===== src/rtl/ex_stage_pkg.sv =====
// ex_stage_pkg: shared op codes, load/store kinds and divider state encodings for the execute stage
package ex_stage_pkg;
  typedef enum logic [4:0] {
    ALU_NOP, ALU_ADD, ALU_SUB, ALU_SLL, ALU_SRL, ALU_SRA, ALU_SLT, ALU_SLTU,
    ALU_AND, ALU_OR, ALU_XOR, ALU_LUI, ALU_DIV, ALU_DIVU, ALU_REM, ALU_REMU
  } alu_sel_e;
  typedef enum logic [2:0] {NO_LOAD, LD_LB, LD_LH, LD_LW, LD_LBU, LD_LHU} load_e;
  typedef enum logic [2:0] {NO_STORE, ST_SB, ST_SH, ST_SW} store_e;
  typedef enum logic [1:0] {DIV_IDLE, DIV_BUSY, DIV_DONE} div_state_e;
  function automatic logic is_div(input logic [4:0] s);
    return s == ALU_DIV || s == ALU_DIVU || s == ALU_REM || s == ALU_REMU;
  endfunction
  function automatic logic is_signed_div(input logic [4:0] s);
    return s == ALU_DIV || s == ALU_REM;
  endfunction
endpackage


===== src/rtl/ex_divider.sv =====
// ex_divider: radix-2 restoring divider; in: start, op1/op2, op; out: busy, done, result (sign-fixed)
module ex_divider
  import ex_stage_pkg::*;
#(
  parameter int XLEN = 32,
  parameter int DIV_CYCLES = XLEN
) (
  input  logic            clk,
  input  logic            rst,
  input  logic            start,
  input  logic [XLEN-1:0] op1,
  input  logic [XLEN-1:0] op2,
  input  logic [4:0]      op,
  output logic            busy,
  output logic            done,
  output logic [XLEN-1:0] result
);
  localparam int CW = $clog2(DIV_CYCLES);
  div_state_e state_q, state_d;
  logic [CW-1:0] cnt_q, cnt_d;
  logic [XLEN-1:0] rem_q, rem_d, quo_q, quo_d, dsr_q, dsr_d;
  logic neg_q_q, neg_q_d, neg_r_q, neg_r_d, is_rem_q, is_rem_d;
  logic s1, s2, ge;
  logic [XLEN:0] rem_sh, diff;
  always_comb begin
    s1 = is_signed_div(op) && op1[XLEN-1];
    s2 = is_signed_div(op) && op2[XLEN-1];
    rem_sh = {rem_q, quo_q[XLEN-1]};
    diff = rem_sh - {1'b0, dsr_q};
    ge = rem_sh >= {1'b0, dsr_q};
    state_d = state_q;
    cnt_d = cnt_q;
    rem_d = rem_q;
    quo_d = quo_q;
    dsr_d = dsr_q;
    neg_q_d = neg_q_q;
    neg_r_d = neg_r_q;
    is_rem_d = is_rem_q;
    case (state_q)
      DIV_IDLE: if (start) begin
        state_d = DIV_BUSY;
        cnt_d = '0;
        rem_d = '0;
        quo_d = s1 ? -op1 : op1;
        dsr_d = s2 ? -op2 : op2;
        neg_q_d = s1 ^ s2;
        neg_r_d = s1;
        is_rem_d = op == ALU_REM || op == ALU_REMU;
      end
      DIV_BUSY: begin
        quo_d = {quo_q[XLEN-2:0], ge};
        rem_d = ge ? diff[XLEN-1:0] : rem_sh[XLEN-1:0];
        cnt_d = cnt_q + 1'b1;
        state_d = cnt_q == CW'(DIV_CYCLES - 1) ? DIV_DONE : DIV_BUSY;
      end
      default: state_d = DIV_IDLE;
    endcase
    busy = state_q == DIV_BUSY;
    done = state_q == DIV_DONE;
    result = is_rem_q ? (neg_r_q ? -rem_q : rem_q) : (neg_q_q ? -quo_q : quo_q);
  end
  always_ff @(posedge clk or posedge rst) begin
    if (rst) begin
      state_q <= DIV_IDLE;
      cnt_q <= '0;
      rem_q <= '0;
      quo_q <= '0;
      dsr_q <= '0;
      neg_q_q <= 1'b0;
      neg_r_q <= 1'b0;
      is_rem_q <= 1'b0;
    end else begin
      state_q <= state_d;
      cnt_q <= cnt_d;
      rem_q <= rem_d;
      quo_q <= quo_d;
      dsr_q <= dsr_d;
      neg_q_q <= neg_q_d;
      neg_r_q <= neg_r_d;
      is_rem_q <= is_rem_d;
    end
  end
endmodule


===== src/rtl/ex_stage.sv =====
// ex_stage: RV32IM execute stage; in: ID/EX op, operands, tags, MEM/WB writebacks; out: result/address, passthroughs, forwarded store data, stall request
module ex_stage
  import ex_stage_pkg::*;
#(
  parameter int XLEN = 32,
  parameter int DIV_CYCLES = XLEN
) (
  input  logic            clk,
  input  logic            rst,
  input  logic [4:0]      alusel,
  input  logic [XLEN-1:0] s1data,
  input  logic [XLEN-1:0] s2data,
  input  logic            fromreg1,
  input  logic            fromreg2,
  input  logic [4:0]      reg1addr,
  input  logic            reg1en,
  input  logic [4:0]      reg2addr,
  input  logic            reg2en,
  input  logic [4:0]      rd,
  input  logic            regwe,
  input  logic [2:0]      loadctl,
  input  logic [2:0]      storectl,
  input  logic [XLEN-1:0] storedata,
  input  logic [4:0]      mem_rd,
  input  logic            mem_regwe,
  input  logic [XLEN-1:0] mem_wdata,
  input  logic [4:0]      wb_rd,
  input  logic            wb_regwe,
  input  logic [XLEN-1:0] wb_wdata,
  output logic [XLEN-1:0] wdata_o,
  output logic [4:0]      rd_o,
  output logic            regwe_o,
  output logic [2:0]      loadctl_o,
  output logic [2:0]      storectl_o,
  output logic [XLEN-1:0] storedata_o,
  output logic            stallreq_o
);
  logic [XLEN-1:0] op1, op2, st, alu, div_res, spec_res;
  logic dz, ovf, start, busy, done, ls;
  function automatic logic [XLEN-1:0] fwd(input logic en, input logic [4:0] a, input logic [XLEN-1:0] base);
    return !(en && a != 5'd0) ? base : (mem_regwe && mem_rd == a) ? mem_wdata :
           (wb_regwe && wb_rd == a) ? wb_wdata : base;
  endfunction
  always_comb begin
    op1 = fwd(fromreg1 && reg1en, reg1addr, s1data);
    op2 = fwd(fromreg2 && reg2en, reg2addr, s2data);
    st = fwd(reg2en, reg2addr, storedata);
    dz = op2 == '0;
    ovf = is_signed_div(alusel) && op1 == {1'b1, {(XLEN-1){1'b0}}} && op2 == '1;
    spec_res = (alusel == ALU_REM || alusel == ALU_REMU) ? (dz ? op1 : '0) : (dz ? '1 : op1);
    start = is_div(alusel) && !dz && !ovf;
    ls = loadctl != NO_LOAD || storectl != NO_STORE;
    case (alusel)
      ALU_ADD:  alu = op1 + op2;
      ALU_SUB:  alu = op1 - op2;
      ALU_SLL:  alu = op1 << op2[4:0];
      ALU_SRL:  alu = op1 >> op2[4:0];
      ALU_SRA:  alu = $signed(op1) >>> op2[4:0];
      ALU_SLT:  alu = {{(XLEN-1){1'b0}}, $signed(op1) < $signed(op2)};
      ALU_SLTU: alu = {{(XLEN-1){1'b0}}, op1 < op2};
      ALU_AND:  alu = op1 & op2;
      ALU_OR:   alu = op1 | op2;
      ALU_XOR:  alu = op1 ^ op2;
      ALU_LUI:  alu = op2;
      default:  alu = '0;
    endcase
    // In DONE the live operands may no longer match the latched ones, so only the divider result counts
    wdata_o = rst ? '0 : ls ? op1 + op2 : is_div(alusel) ? (done ? div_res : spec_res) : alu;
    rd_o = rst ? 5'd0 : rd;
    regwe_o = !rst && regwe;
    loadctl_o = rst ? NO_LOAD : loadctl;
    storectl_o = rst ? NO_STORE : storectl;
    storedata_o = rst ? '0 : storectl != NO_STORE ? st : storedata;
    stallreq_o = !rst && (busy || (start && !done));
  end
  ex_divider #(.XLEN(XLEN), .DIV_CYCLES(DIV_CYCLES)) u_div (
    .clk(clk),
    .rst(rst),
    .start(start),
    .op1(op1),
    .op2(op2),
    .op(alusel),
    .busy(busy),
    .done(done),
    .result(div_res)
  );
endmodule


===== config.mk =====
export PLATFORM = sky130hd
export DESIGN_NAME = ex_stage
export DESIGN_NICKNAME = d
export VERILOG_FILES = /design/src/rtl/ex_stage_pkg.sv /design/src/rtl/ex_divider.sv /design/src/rtl/ex_stage.sv
export SDC_FILE = /design/constraint.sdc
export NUM_CORES = 1
export LEC_CHECK = 0
export ABC_AREA = 0
export CAP_MARGIN = 20
export CORE_MARGIN = 8
export CORE_UTILIZATION = 40
export DETAILED_ROUTE_END_ITERATION = 16
export GPL_TIMING_DRIVEN = 0
export SYNTH_ARGS = -nofsm -noshare
export SYNTH_HDL_FRONTEND = slang
export SYNTH_SLANG_ARGS = --single-unit

===== constraint.sdc =====
create_clock -name clk -period 10.4 [get_ports clk]
set_input_delay 2.6 -clock clk [delete_from_list [all_inputs] [get_ports clk]]
set_output_delay 2.6 -clock clk [all_outputs]
set_load 0.02 [all_outputs]

### Yosys cells after proc, flatten, opt, wreduce, memory -nomap -nowiden

Cells that the tools add are included.
Widths: inputs -> output; s select.

* shift-type cells: 3
* equal/unequal tests: 25
* bitwise operators: 4
* $lt $le $gt $ge: 3
* muxes and demuxes: 37
* reductions and logical operators: 38
* add/sub/neg operators: 8

Operator list (count)
* $mux 32: 26
* $pmux 32 s11: 1
* $neg 32->32: 4
* $pmux 32 s2: 2
* $eq 32x32->1 const B: 2
* $lt 32x32->1: 2
* $sub 32x32->32: 2
* $eq 5x4->1 const B: 8
* $ge 33x32->1: 1
* $add 32x32->32: 1
* $and 32x32->32: 1
* $logic_not 32->1: 1
* $or 32x32->32: 1
* $shl 32x5->32: 1
* $shr 32x5->32: 1
* $sshr 32x5->32: 1
* $xor 32x32->32: 1
* $eq 5x3->1 const B: 4
* $eq 5x5->1: 4
* $logic_and 1x1->1: 18
* $eq 5x2->1 const B: 2
* $mux 5: 2
* $pmux 5 s2: 1
* $reduce_bool 5->1: 2
* other kinds (16): 29

* input bits: 205
* logic and storage cells: 126
* output and inout bits: 77
* flip-flop bits (word level): 106

### Depth between registers and ports, before layout

* depth after elaboration: 13
* depth in mapped cells: 26
* gate-level depth less buffers: 21

### Cells and area by module

From an unflattened synthesis, not the netlist that was laid out.

* cell total of the unflattened synthesis: 3081
* area, all modules: 21396.8 um2

Modules (own cells, without submodules)
* ex_stage: seq. area each 0.0 um2, area an instance 12619.6 um2, cells each 1953, instances 1
* ex_divider: seq. area each 2652.5 um2, area an instance 8777.2 um2, cells each 1128, instances 1

### Worst setup path after synthesis

No wires, ideal clock.

* path type: input-to-output
* from: in reg2addr[1]
* to: out wdata_o[30]
* required time: 7800 ps
* stages on the path: 23
* buffers on the path: 6
* arrival: 8359 ps
* setup slack: -559 ps
* path through: or4_4 > o211ai_4 > a21oi_4 > buf_4 > o22ai_1 > buf_2 > buf_2 > buf_1 > clkbuf_1 > ha_1 > clkbuf_1 > o21bai_1 > a21oi_1 > o311ai_1 > a311o_1 > a311o_1 > a21oi_1 > o21ai_1 > a211oi_1 > o21a_1 > a221o_1 > o21ai_1 > a221oi_2

* longest elaborated chain between the ends: 12
* elaborated cells between the ends (all ways): 26
* classes of those cells: add/sub: 2; eq/ne: 2; shift: 3; mux: 11; bitwise: 3; reduce/logical: 5

Ends and longest elaborated chain
* from (decl): RTL line ex_stage.sv:17 `input logic [4:0] reg2addr,`
* $eq 5x5->1: RTL line ex_stage.sv:42 `(wb_regwe && wb_rd == a) ? wb_wdata : base;`
* $logic_and 1x1->1: RTL line ex_stage.sv:42
* $mux 32: RTL line ex_stage.sv:42
* $mux 32: RTL line ex_stage.sv:41 `return !(en && a != 5'd0) ? base : (mem_regwe && mem_rd == a) ? mem_wdata :`
* $mux 32 *: RTL line ex_stage.sv:41
* branches (longest 5 deep; another with $sub 32x32->32)
* $mux 32 * (2 in a row): RTL line ex_stage.sv:68 `wdata_o = rst ? '0 : ls ? op1 + op2 : is_div(alusel) ? (done ? div_res : spec_res) : alu;`
* to (decl): RTL line ex_stage.sv:30 `output logic [XLEN-1:0] wdata_o,`

Every way passes the cells marked *.

### Worst setup path in the final report

* from: in mem_rd[1]
* to: out wdata_o[28]

* longest elaborated chain between the ends: 11
* elaborated cells between the ends (all ways): 25
* classes of those cells: add/sub: 2; eq/ne: 2; shift: 3; mux: 12; bitwise: 3; reduce/logical: 3

Ends and longest elaborated chain
* from (decl): RTL line ex_stage.sv:24 `input logic [4:0] mem_rd,`
* branches (longest 9 deep; another with $sub 32x32->32)
* $mux 32 * (2 in a row): RTL line ex_stage.sv:68

Marked as above.

==> impl_metrics.ini <==
[clocking]
clockRootBuffer = clkbuf_16
cts-htree-levels = 3
clkLatencyLatePin_ns = 0.36
clock-sinks = 106
cts_buffers = 9
clock_path_buffers = 2
cts_tree = done
cts.clk_slew.worst_paths_ns = 0.07
holdBufCountCts = 0

[synthesis]
syn_nets = 3365
synth_mux_area_share_pct = 6.93
synth_xor_area_share_pct = 8.39
netlist_area_um2 = 21400
synthFlopType = dfrtp_1
synthAdderAreaFrac_pct = 9.37
synth_edf_count = 0
syn_inst = 3014
yosys.area_share.simple_pct = 20.4
ys_types = 99
syn_avg_cell_area_um2 = 7.10
synth_compound_area_share_pct = 34.8
synth_seq_cells = 106
async_flop_share_pct = 100
synth_top_family_by_area = compound AO/OA/AOI/OAI gates
synthesis.yosys.warnings = 0
ys_seq_area_share_pct = 12.4

[die]
die_x_um = 247
core_region_area_um2 = 52800
initial_core_util_pct = 40.5
rows = 84
ios = 282
dieArea_um2 = 61100
die_y_um = 247

[detailed_routing]
vias = 29400
vias_per_cell = 7.07
ant_nets = 0
finalWirelength_um = 146000
drtIter0Drc = 4967
drcViolationCount = 0
wire_per_inst_um = 35.1
drt_first_pass_iters = 10

[worst_setup_path]
worstPathRequired_ns = 7.80
crit_fanout = 10
slowest_stage = ha_2
path_class = in -> out
worstSetupEndpointType = output port
start_kind = input pin
reg2reg_slack_ns = 5.54
crit_arrival_ns = 8.11
max_stage_delay_ns = 0.48

[final_layout]
final_common_cell = nand2_1
drive_gt1_share_pct = 18.5
fin_nets = 3805
most-common-layout-cells = nand2_1, nor2_1, clkdlybuf4s50_1
area.growth.synth_to_final_pct = 34.9

[timing]
post-route-period-util_pct = 103
rsz0062_at_grt = true
drv_slew = 0
tightest_slew_ns = 1.19
period_minus_slack_ns = 10.71
finalSetupTns_ns = -2.28
timing.fmax_mhz = 93.4
fin_ws_ns = -0.311
finalHoldViolations = 0
setup_viol = 16
max_slew_margin_pct = 19.5
finClkSkew_ns = 0.00720

[min_path]
worstHoldPathType = reg -> reg

[place]
dp_hpwl_um = 114000
pre_cts_ws_ns = -3.89
gp_congestion = 1.16
io_buffers = 278

[pwr]
powerDensity_nw_per_um2 = 158
ir_drop_v = 0.000109
leakagePower_nw = 11.4

[status]
status = complete, but fails checks
violations = setup timing

[run]
drv_cap = 0

[grt]
grt_first_pass_wirelength_um = 202000
antenna_found_initial = 9
gr-total-overflow = 0
grt_pass1_vias = 27500
track_usage_pct = 45.5
grt_max_degree = 61
[worst max-delay path: cells and delay by family]
kind                       cells  cell delay, ns
AOI/OAI and AO/OA             11            2.28
adders and majority gates      1            0.48
xor gates and xnor gates       2            0.40
and+or+nand+nor                3            0.86
buffers and inverters          8            1.48
[what timing repair did]
action / 4_1_cts / 5_1_grt
buffers inserted: 95 / 59
pin swaps: 106 / 92
gates cloned: 0 / 0
setup endpoints to repair: 33 / 33
gates resized for setup: 569 / 112
[cell type report]
class / instances / area (um2)
multi-input combinational: 2508 / 18900
timing repair buffer: 443 / 4060
antenna: 4 / 10.0
buffer: 214 / 1440
sequential: 106 / 2650
fill: 5105 / 23900
tap: 688 / 861
clock buffer: 10 / 239
clock inverter: 6 / 40.0
inverter: 172 / 681
[per-stage QoR]
step                cell area [um2]  utilization (%)  total power [mW]  hold slack, ns  cells
floorplan                     21400                -              2.90           0.438   3014
global route                  28800             54.7              4.83           0.521   4147
global placement              25100             47.5              3.84           0.454   3980
finish                        28900             54.7              4.57           0.506   4151
CTS                           28100             53.2              4.40           0.497   4093
detailed placement            25200             47.9              3.91           0.488   3992
[sequential cells by signal, summed over array words and instances, names as in the netlist]
| register | count |
|---|---|
| u_div.dsr_q | 32 |
| u_div.quo_q | 32 |
| u_div.rem_q | 32 |
| u_div.cnt_q | 5 |
| u_div.state_q | 2 |
| u_div.is_rem_q | 1 |
| u_div.neg_q_q | 1 |
| u_div.neg_r_q | 1 |
[cells in the mapped netlist (24+ instances only)]
cell      number  area share (%)
nand2b_1      51             1.5
nand4_1       24            0.70
o31ai_1       31             1.1
ha_1         143             8.4
xnor2_1      141             5.8
o21ai_0      213             5.0
dfrtp_1      106              12
nor4_1        27            0.79
inv_1        153             2.7
clkbuf_1     160             2.8
o221ai_1      32             1.3
o21ai_1       25            0.58
a21o_1        59             2.1
o221a_2       43             2.3
mux2i_1      127             5.9
nor3_1        81             1.9
nor2_1       259             4.5
or3_1         51             1.5
o22ai_1       64             1.9
nand2_1      269             4.7
a211oi_1      51             1.8
o32ai_1       31             1.3
a31oi_1       65             1.9
a21oi_1      232             5.4
o21bai_1      27            0.95
buf_2         47             1.1
nand3_1       44             1.0
xor2_1        64             2.6
nor2b_1       32            0.94
[final timing paths]
check | startpoint | to | cells after the start
hold reg to reg | u_div.cnt_q[3]$_DFFE_PP0P_ | u_div.cnt_q[3]$_DFFE_PP0P_ | 1
min in group asynchronous | rst | u_div.dsr_q[25]$_DFFE_PP0P_ | 3
setup reg to reg | u_div.rem_q[2]$_DFFE_PP0P_ | u_div.rem_q[1]$_DFFE_PP0P_ | 14
hold / removal | u_div.cnt_q[3]$_DFFE_PP0P_ | u_div.cnt_q[3]$_DFFE_PP0P_ | 1
setup / recovery | mem_rd[1] | wdata_o[28] | 25
max in group asynchronous | rst | u_div.cnt_q[2]$_DFFE_PP0P_ | 4
[metal layers]
layer | vias to the layer above | part of all wire (%) | global-route usage (%)
li1 | 12100 | - | -
met1 | 14000 | 36 | 54.6
met2 | 2563 | 40 | 65.9
met3 | 676 | 15 | 18.3
met4 | 6 | 9.2 | 31.2
met5 | - | 0.027 | 0
[where the power goes]
part	total (mW)	internal, mW	switching (mW)	leakage [nW]
clock network	0.338	0.170	0.168	0.139
registers	0.878	0.617	0.261	1.31
logic	3.35	1.30	2.06	9.92
[kinds of logic after synthesis]
group	after synthesis
compound gates	1080
simple gates	917
buf+inv	400
xor+xnor	205
fa+ha+maj	161
mux	145
flops	106
Power figures use the tool's default switching activity.
